## src/rtl/reservation_station.sv

```systemverilog
// rtl/reservation_station.sv - four-entry unified reservation station with CDB wakeup
//
// Purpose: holds up to four dispatched instructions until both source operands
// are available, then presents them to the functional-unit scheduler.
// Ports:
//   clk, reset            clock, synchronous active-high reset
//   flush                 squash all entries
//   disp_*                dispatch request, operand capture inputs; disp_ready out
//   cdb_valid/tag/value   common data bus result broadcast
//   consumed_bus          one-hot entry free from the scheduler
//   rs0_data..rs3_data    per-entry rs_out_t record (entry 0 has highest priority)

package reservation_station_pkg;
    typedef struct packed {
        logic        valid_operands;
        logic [2:0]  ALU_op;
        logic [3:0]  ROB_entry;
        logic [1:0]  branch_type;
        logic [31:0] rs1;
        logic [31:0] rs2;
    } rs_out_t;
endpackage

module reservation_station
    import reservation_station_pkg::*;
(
    input  logic        clk,
    input  logic        reset,
    input  logic        flush,
    input  logic        disp_valid,
    output logic        disp_ready,
    input  logic [2:0]  disp_ALU_op,
    input  logic [1:0]  disp_branch_type,
    input  logic [3:0]  disp_ROB_entry,
    input  logic        disp_src1_rdy,
    input  logic        disp_src2_rdy,
    input  logic [3:0]  disp_src1_tag,
    input  logic [3:0]  disp_src2_tag,
    input  logic [31:0] disp_src1_val,
    input  logic [31:0] disp_src2_val,
    input  logic        cdb_valid,
    input  logic [3:0]  cdb_tag,
    input  logic [31:0] cdb_value,
    input  logic [3:0]  consumed_bus,
    output rs_out_t     rs0_data,
    output rs_out_t     rs1_data,
    output rs_out_t     rs2_data,
    output rs_out_t     rs3_data
);

    logic [3:0]  busy;
    logic [2:0]  op_q    [4];
    logic [1:0]  btype_q [4];
    logic [3:0]  rob_q   [4];
    logic [3:0]  s1_rdy;
    logic [3:0]  s2_rdy;
    logic [3:0]  s1_tag  [4];
    logic [3:0]  s2_tag  [4];
    logic [31:0] s1_val  [4];
    logic [31:0] s2_val  [4];

    logic [1:0]  alloc_idx;
    logic        accept;
    logic        cap1_rdy;
    logic        cap2_rdy;
    logic [31:0] cap1_val;
    logic [31:0] cap2_val;
    rs_out_t     outs [4];

    // Lowest free entry, judged on registered busy only: an entry being
    // consumed this cycle still reads busy and is not reused until next cycle.
    always_comb begin
        alloc_idx = 2'd0;
        for (int i = 3; i >= 0; i--) begin
            if (!busy[i]) begin
                alloc_idx = 2'(i);
            end
        end
    end

    assign disp_ready = ~(&busy);
    assign accept     = disp_valid & disp_ready;

    // Operand capture at dispatch, with same-cycle CDB bypass. A source that
    // is still pending stores value 0 until its wakeup.
    always_comb begin
        cap1_rdy = disp_src1_rdy | (cdb_valid & (cdb_tag == disp_src1_tag));
        cap2_rdy = disp_src2_rdy | (cdb_valid & (cdb_tag == disp_src2_tag));
        cap1_val = disp_src1_rdy ? disp_src1_val : (cap1_rdy ? cdb_value : 32'd0);
        cap2_val = disp_src2_rdy ? disp_src2_val : (cap2_rdy ? cdb_value : 32'd0);
    end

    always_ff @(posedge clk) begin
        if (reset) begin
            busy   <= '0;
            s1_rdy <= '0;
            s2_rdy <= '0;
            for (int i = 0; i < 4; i++) begin
                op_q[i]    <= '0;
                btype_q[i] <= '0;
                rob_q[i]   <= '0;
                s1_tag[i]  <= '0;
                s2_tag[i]  <= '0;
                s1_val[i]  <= '0;
                s2_val[i]  <= '0;
            end
        end else if (flush) begin
            busy <= '0;
        end else begin
            for (int i = 0; i < 4; i++) begin
                if (busy[i]) begin
                    if (cdb_valid && !s1_rdy[i] && (s1_tag[i] == cdb_tag)) begin
                        s1_rdy[i] <= 1'b1;
                        s1_val[i] <= cdb_value;
                    end
                    if (cdb_valid && !s2_rdy[i] && (s2_tag[i] == cdb_tag)) begin
                        s2_rdy[i] <= 1'b1;
                        s2_val[i] <= cdb_value;
                    end
                    if (consumed_bus[i]) begin
                        busy[i] <= 1'b0;
                    end
                end else if (accept && (alloc_idx == 2'(i))) begin
                    // Consume on a free entry is ignored, so allocation wins here.
                    busy[i]    <= 1'b1;
                    op_q[i]    <= disp_ALU_op;
                    btype_q[i] <= disp_branch_type;
                    rob_q[i]   <= disp_ROB_entry;
                    s1_rdy[i]  <= cap1_rdy;
                    s2_rdy[i]  <= cap2_rdy;
                    s1_tag[i]  <= disp_src1_tag;
                    s2_tag[i]  <= disp_src2_tag;
                    s1_val[i]  <= cap1_val;
                    s2_val[i]  <= cap2_val;
                end
            end
        end
    end

    // consumed_bus masks valid_operands combinationally so an entry cannot be
    // issued a second time in the cycle before its busy bit clears.
    always_comb begin
        for (int i = 0; i < 4; i++) begin
            outs[i] = '0;
            if (busy[i]) begin
                outs[i].valid_operands = s1_rdy[i] & s2_rdy[i] & ~consumed_bus[i];
                outs[i].ALU_op         = op_q[i];
                outs[i].ROB_entry      = rob_q[i];
                outs[i].branch_type    = btype_q[i];
                outs[i].rs1            = s1_val[i];
                outs[i].rs2            = s2_val[i];
            end
        end
    end

    assign rs0_data = outs[0];
    assign rs1_data = outs[1];
    assign rs2_data = outs[2];
    assign rs3_data = outs[3];

endmodule

```

## config.mk

```make
export PLATFORM = sky130hd
export DESIGN_NAME = reservation_station
export DESIGN_NICKNAME = d
export VERILOG_FILES = /design/src/rtl/reservation_station.sv
export SDC_FILE = /design/constraint.sdc
export NUM_CORES = 1
export LEC_CHECK = 0
export BUFFER_PORTS_ARGS = -buffer_cell sky130_fd_sc_hd__buf_4
export CAP_MARGIN = 20
export CORE_ASPECT_RATIO = 1.25
export CORE_MARGIN = 2
export CORE_UTILIZATION = 55
export CTS_BUF_LIST = sky130_fd_sc_hd__clkbuf_8
export CTS_CLUSTER_SIZE = 12
export DETAILED_ROUTE_END_ITERATION = 8
export PLACE_DENSITY = 0.82
export SLEW_MARGIN = 20
export SYNTH_ARGS = -nofsm -noshare
export SYNTH_HDL_FRONTEND = slang
export SYNTH_SLANG_ARGS = --single-unit
```

## constraint.sdc

```tcl
create_clock -name clk -period 5.7 [get_ports clk]
set_clock_uncertainty 0.05 [all_clocks]
set_input_delay 0.855 -clock clk [delete_from_list [all_inputs] [get_ports clk]]
set_output_delay 0.855 -clock clk [all_outputs]
set_load 0.005 [all_outputs]
```

==> flow_results.org, run 1 <==
** CTS
- Register clock-pin slew on the reported worst setup and hold paths :: 60 ps
- Depth of the CTS H-tree :: 2
- For the worst-skew pair, the clock arrives at the later sink with an insertion delay of 590 ps.
- Number of hold buffers added after CTS :: 0
- Clock tree from TritonCTS :: yes
- Maximum buffer depth of the clock tree :: 3
- The root buffer cell chosen for the clock tree is clkbuf_8.
- Counting the buffers created by CTS gives 52.
- Number of clock sinks :: 336
- Cells resized by post-CTS repair :: 0
- Buffers added to address setup during post-CTS repair amount to 0.

** Timing
- Post-layout minimum cycle time :: about 3500 ps
- Setup repair after global routing left no endpoint under its margin.
- Max_slew headroom :: 26.3%
- Setup-violating endpoint count in the final report :: 0
- For the pin with the worst max-slew slack, the measured transition is 1100 ps.
- Of the available clock period, the critical path in the final layout requires 60.7%.
- Final-layout setup total negative slack :: 0 ps
- Achievable Freq :: 289 MHz
- Final Hold Violating Endpoints :: 0
- The number of pins exceeding their max-slew limit in the final report was 0.

** Routing
- DR WL/cell :: around 26 microns
- Routed Antenna Nets :: 0
- Drt first pass iters :: 6
- The routed layout has 14100 vias.
- After detailed routing, the total wire length is 57600 microns.
- After detailed routing, the number of remaining DRC violations is 0.
- In the routed layout, each cell is associated on average with a via count of 6.44.
- Initial detailed-routing violation count :: 1605

** Setup path
- Cell repeated most along the worst path :: buf_4
- STA classifies the critical path endpoint as a flop.
- Delay-heaviest family, CP :: buffers and inverters
- Count of buffer and inverter cells on the critical path :: 3
- At the worst endpoint, the required time is between 6000 and 7000 ps.
- Of all nets on the critical path, the largest fanout is 73.
- Longest individual stage delay on the worst path :: between 700 and 800 ps
- Setup Crit Path Kind :: flop to flop
- Startpoint class of the critical path :: flop
- The critical path goes through buf_4 -> nand4_2 -> nor2_4 -> buf_4 -> buf_4 -> nand2_1 -> o221ai_1.
- On the critical path, the stage with the largest delay is an instance of buf_4.
- Arr. time, crit path :: 3790 ps

** Synth
- Synth unique cells :: 60
- Post-synth ARST share :: 0%
- Sequential-to-total area share from yosys stat :: 57.8%
- Number of nets in the synthesized netlist :: 1540
- Number of instances in the synthesized netlist :: 1412
- Dominant register cell in the synthesized netlist :: edfxtp_1
- After synthesis, the cell types taking the most area are edfxtp_1, and2_1, a32o_1, clkbuf_1, a32oi_1.
- Leading cell type by number of instances after synthesis :: and2_1
- The synthesized netlist occupies a cell area of ~0.017 sq mm.
- Sorting the synthesized cells by how often they occur yields and2_1, edfxtp_1, a32o_1.
- Library cell with the largest summed area after synthesis :: edfxtp_1
- Number of synthesized flops with an enable pin :: 324
- Yosys warning total :: 0
- The top cell type by area accounts for a little under three fifths of the synthesized area.
- In this run the mean area of a mapped cell was 12.2 sq um.
- Register bit total from synthesis :: 336

** Power and ir drop
- Part of the power in registers :: between 50% and 60%
- Peak ir drop on the vdd network :: 206 uV
- In this run the power spent charging and discharging nets is 1.26 mW.
- Internal Dissipation :: 3.84 mW
- For this design the static power due to leakage is approximately 8.6 nW.
- Net switching share of the total power :: 24.6%
- Part of the total power dissipated in combinational logic :: 8.0%
- Part of the power in the clock network :: between 30 and 40%
- For this design the ratio of total power to cell area is 239 mW/mm^2.

** Place
- After legalization and detailed placement, the total HPWL measured roughly 37000 microns.
- Port Buffers :: 424
- GP Congestion :: 0.866
- Placed Cells incl. Taps :: ~2100

** Final layout
- At the end of the flow the core is filled with cells to between 60% and 70%.
- Final net count :: 1868
- Number of standard cells in the final layout excluding fillers :: between 2000 and 2500
- Filler instances :: 2224
- From synthesis to final layout, the design area changed by 23.7%.
- Share of final-layout standard cells stronger than drive strength 1 :: a little under a third

** GRT
- The via count of the first global-routing pass came to 13800.
- The number of antenna violations at the first check in global routing is 1.
- For this run, the total global-route usage over all layers was measured as about a third.
- The total overflow left after global routing is 0.
- Entering global routing, the biggest net connects 82 pins.
- First-pass GRT wire length :: 84600 microns

** Run
- Count of max-cap constraint violations :: 0

** Floorplan
- Rows :: a little over 70
- Die outline height :: 202 microns
- Placeable Area :: 0.0309 sq mm
- The initial utilization of the core area, before any placement, comes to 55.8%.
- Pin placement for this block handled 425 I/O pins.
- Die outline area :: around 0.033 sq mm
- Measured along the x axis, the die boundary spans 162 microns.

** Min path
- The worst hold path belongs to the class input pin to flop.

** Outcome
- The flow ran to the end, and the final reports show no timing, DRC or antenna violations.
worst paths after layout:
path / slack [ps] / cells past startpoint / to / from
max: 2240 / 7 / s1_val[3][26] / busy[0]
min: 430 / 2 / busy[1] / consumed_bus[1]
max reg2reg: 2240 / 7 / s1_val[3][26] / busy[0]
min reg2reg: 510 / 2 / s2_rdy[1] / s2_rdy[1]
power by group through the flow:
stage | registers, mW | clock network, mW | logic (mW)
floorplan | 2.87 | 0 | 0.193
global placement | 2.88 | 0 | 0.387
detailed placement | 2.89 | 0 | 0.395
CTS | 2.83 | 1.87 | 0.397
global route | 2.84 | 1.96 | 0.426
finish | 2.83 | 1.86 | 0.406
registers in the layout (all words and copies together), names as in the netlist:
register and cells:
btype_q 8, op_q 12, s2_val 128, s1_tag 16
s1_val 128, s2_rdy 4, rob_q 16, s2_tag 16
s1_rdy 4, busy 4
layout make-up:
class / count / area (sq um) / share of cell area (%)
inverters: 36 / 135 / 0.633
multi-input cells: 867 / 6410 / 30.0
well taps: 407 / 509 / 2.39
flip-flops and latches: 336 / 9970 / 46.7
diodes: 1 / 2.50 / 0.0117
clock buffers: 53 / 729 / 3.42
clock inverters: 42 / 195 / 0.914
repair buffers: 447 / 3390 / 15.9
cells in the final DEF, fill, tap and decap left out, types with 10 or more instances in the layout:
cell / count
buf_4: 445
and2_1: 361
edfxtp_1: 324
a32o_1: 189
clkbuf_8: 53
inv_1: 52
nand2_1: 43
nor2_1: 40
nand3_1: 39
a32oi_1: 34
xnor2_1: 27
o221ai_1: 24
clkinv_1: 15
xor2_1: 11
nor3_1: 10
through the flow:
stage          hold slack [ps]  cell area, sq um  power [mW]  setup slack (ps)
2_1_floorplan              414             17300        3.06              2230
3_3_place_gp               482             20400        3.27              2060
3_5_place_dp               495             20400        3.28              2140
4_1_cts                    401             21300        5.10              2200
5_1_grt                    415             21300        5.23              1980
6_report                   430             21300        5.10              2240
kinds of logic (layout without fill, tap and decap cells):
kind of cell / after synthesis / in the layout / synth area share, %
AOI/OAI and AO/OA: 287 / 287 / 16.2
and+or+nand+nor: 540 / 540 / 18.4
DFF: 336 / 336 / 57.8
xor gates and xnor gates: 40 / 40 / 2.12
other: 0 / 1 / 0
buffers and inverters: 209 / 578 / 5.44
layer usage:
layer	global-route usage (%)	wire, microns
met1	40.7	19400
met2	57.4	28500
met3	7.24	6020
met4	20.0	3690
met5	0	13
worst register-to-register path: stages (launching register included):
cell and delay, ps:
dfxtp_2 620, buf_4 550, nand4_2 370, nor2_4 160
buf_4 430, buf_4 730, nand2_1 120, o221ai_1 220
Note: power is estimated with default switching activity, not from simulation.
==> inputs of run 2 (changes only) <==
CORE_UTILIZATION = 50   (was 55)
PLACE_DENSITY = 0.79   (was 0.82)
clock period = 2.92 ns   (was 5.7 ns; I/O delays follow)
==> flow_results.org, run 2 (synthesis results as in run 1) <==
** GRT
- Across every metal layer, demand over resource in global routing totals a little under a third.
- Leftover overflow at the end of global routing :: 0
- The via count of the first global-routing pass came to about 14000.
- Entering global routing, the biggest net connects 131 pins.
- The first global-routing pass estimated 84500 microns of wire.
- Number of antenna violations at the first check in global routing :: 6

** Final layout
- The largest registers in the layout are s1_val: 128 flops, s2_val: 128 flops.
- Area growth syn-to-layout :: 25.7%
- Filler instances :: 2722
- Measured on the finished design, the core utilization comes to ~63%.
- The library cell used most frequently in the layout, excluding fill and tap cells, is buf_4.
- Of the cells placed in the final design, the portion with a size suffix greater than 1 is 31.7%.
- Final net count :: between 1500 and 2000
- Leaving out fill and tap cells, the most frequent cells in the layout are buf_4, and2_1, edfxtp_1.
- With fillers left out, the area of the finished cells amounts to 0.0217 sq mm.

** Setup path
- The endpoint identified for the worst register-to-register timing path is s2_val[1][9].
- Critical Path Sink Type :: output pin
- The number of cells on the worst reg-to-reg path is 5.
- Setup Crit Path Kind :: flop to output pin
- Worst Path Required :: 2430 ps
- The startpoint identified for the worst register-to-register timing path is busy[1].
- Startpoint class of the critical path :: flop
- For the worst setup path, the data arrival time is 2240 ps.
- Max Fanout on Critical Path :: 63
- Across all register-to-register paths, the minimum setup slack is 500 ps.

** Power and ir drop
- The share of total power dissipated in sequential elements is 54.6%.
- Net switching share of the total power :: 24.4%
- Peak ir drop on the vdd network :: 328 uV
- The share of total power dissipated in the clock network is 37.2%.
- Leakage power summed over all cells :: 8.73 nW
- Internal Dissipation :: around 7.7 mW
- Power Dens Cells :: 467 mW/mm^2
- Switching power summed over all nets :: 2.47 mW
- Part of the total power dissipated in combinational logic :: 8.2%
- Post-layout power :: 10.1 mW

** Floorplan
- The die is ~170 microns wide.
- For this design the top-level I/O count stands at 425.
- Die outline height :: 212 microns
- Placeable Area :: 0.0342 sq mm
- For this configuration, the core starts out at a cell density of a little over 50%.
- The die covers 0.0360 sq mm.
- The initialized floorplan defines 76 standard-cell rows.

** CTS
- Clock Tree Root :: clkbuf_8
- Depth of the CTS H-tree :: 2
- Number of buffers inserted by post-CTS setup repair :: 0
- The longest clock path from root to sink contains 3 buffers.
- Clock latency on the worst-skew pair :: roughly 600 ps
- Number of clock sinks :: about 340
- Cells resized by post-CTS repair :: 0
- Clock tree from TritonCTS :: yes
- Clock tree synthesis inserted a total of 52 buffers.
- Register clock-pin slew on the reported worst setup and hold paths :: approximately 60 ps

** Timing
- The final number of hold-violating endpoints was 0.
- Tightest Pin Transition :: 1050 ps
- Max_slew headroom :: 29.7%
- The number of pins exceeding their max-slew limit in the final report was 0.
- Setup repair after global routing left no endpoint under its margin.
- Final-layout setup total negative slack :: 0 ps
- Post-layout minimum cycle time :: 2730 ps
- Setup violations remaining at the end of the flow were counted as 0.
- Across all hold checks on the routed design, the worst slack comes to 57.9 ps.
- Derived from the worst setup path, the maximum achievable clock frequency is around 370 MHz.
- The worst path uses 93.4% of the clock period.

** Place
- Post-DP HPWL :: approximately 38000 microns
- Port Buffers :: ~420
- GP Congestion :: 0.912
- Total placed instance area :: 0.0207 sq mm

** Outcome
- Outcome :: finished clean

** Routing
- Number of vias per cell after detailed routing :: 6.34
- Once detail routing completed, the nets flagged for antenna violations numbered 0.
- The detailed router finished its first iteration with 2076 violations.
- Detailed routing inserted a total of 14100 vias.
- Dividing the detail-routed wire length by the instance count gives 26.2 microns.
- The pre-antenna-repair detailed-routing pass consisted of 6 iterations.
- Total wirelength of the detailed-routed design :: a little under 60000 microns
- In the routed design, unresolved DRC markers number 0.

** Run
- The tool flagged a number of max-cap violations equal to 0.

** Min path
- Worst Hold Endpoint :: busy[3]
- Hold Path Depth :: 3
- The startpoint identified for the worst hold timing path is consumed_bus[3].
- The worst hold path belongs to the class input pin to flop.
-- run 2: cell types whose count changed in the layout (fill, tap and decap cells not counted) --
cell and change:
nand2_1 -1, clkbuf_8 +5, buf_16 -1, nand2_2 +1
clkinvlp_4 +2, clkinv_1 -5, dlygate4sd3_1 +1, clkinv_2 -5
diode_2 +3, buf_12 +13, inv_1 +5, buf_6 +1
-- run 2: area by class of cell --
class / count / area (sq um) / area share (%)
diodes: 4 / 10.0 / 0.0461
clock buffers: 58 / 798 / 3.68
clock inverters: 39 / 185 / 0.854
inverters: 36 / 135 / 0.623
multi-input cells: 867 / 6410 / 29.6
flip-flops and latches: 336 / 9970 / 46.0
well taps: 429 / 537 / 2.47
repair buffers: 461 / 3640 / 16.8
-- run 2: worst max-delay path: stages (launching register included) --
cell	delay, ps
dfxtp_2	530
buf_4	580
and2_1	300
buf_4	140
-- run 2: how the worst max path moves through the flow --
stage                          start           end  slack, ps  depth (start not counted)
after detailed placement  cdb_tag[3]  s2_val[1][9]        180                          6
final                        busy[3]  rs3_data[20]        190                          3
after CTS                    busy[3]  rs3_data[63]        180                          3
after global placement    cdb_tag[3]  s2_val[1][1]        250                          6
after floorplan           cdb_tag[1]  s2_val[2][0]        340                          5
after global routing         busy[3]  rs3_data[21]        130                          3
-- run 2: per-layer routing --
layer	share of wire (%)	wire [microns]	vias to the layer above	track usage (%)
met4	6.4	3720	4	19.4
met3	10	6010	195	6.77
li1	-	-	6018	-
met5	0.048	28	-	0
met1	34	19900	6889	37.1
met2	49	28900	1036	53.0
-- run 2: power by group through the flow --
| stage | Clock, mW | Combinational [mW] | Sequential, mW |
|---|---|---|---|
| finish | 3.77 | 0.828 | 5.53 |
| global route | 4.00 | 0.870 | 5.54 |
| CTS | 3.81 | 0.819 | 5.53 |
| detailed placement | 0 | 0.814 | 5.63 |
| global placement | 0 | 0.802 | 5.62 |
| floorplan | 0 | 0.377 | 5.60 |
-- run 2: repair_timing --
action	4_1_cts	5_1_grt
hold endpoints to repair	1	0
setup endpoints to repair	0	0
hold buffers	1	0
-- run 2: metrics by stage --
stage,cells,setup slack (ps)
floorplan,1412,338
global placement,2128,251
detailed placement,2128,181
CTS,2226,177
global route,2228,132
finish,2230,193
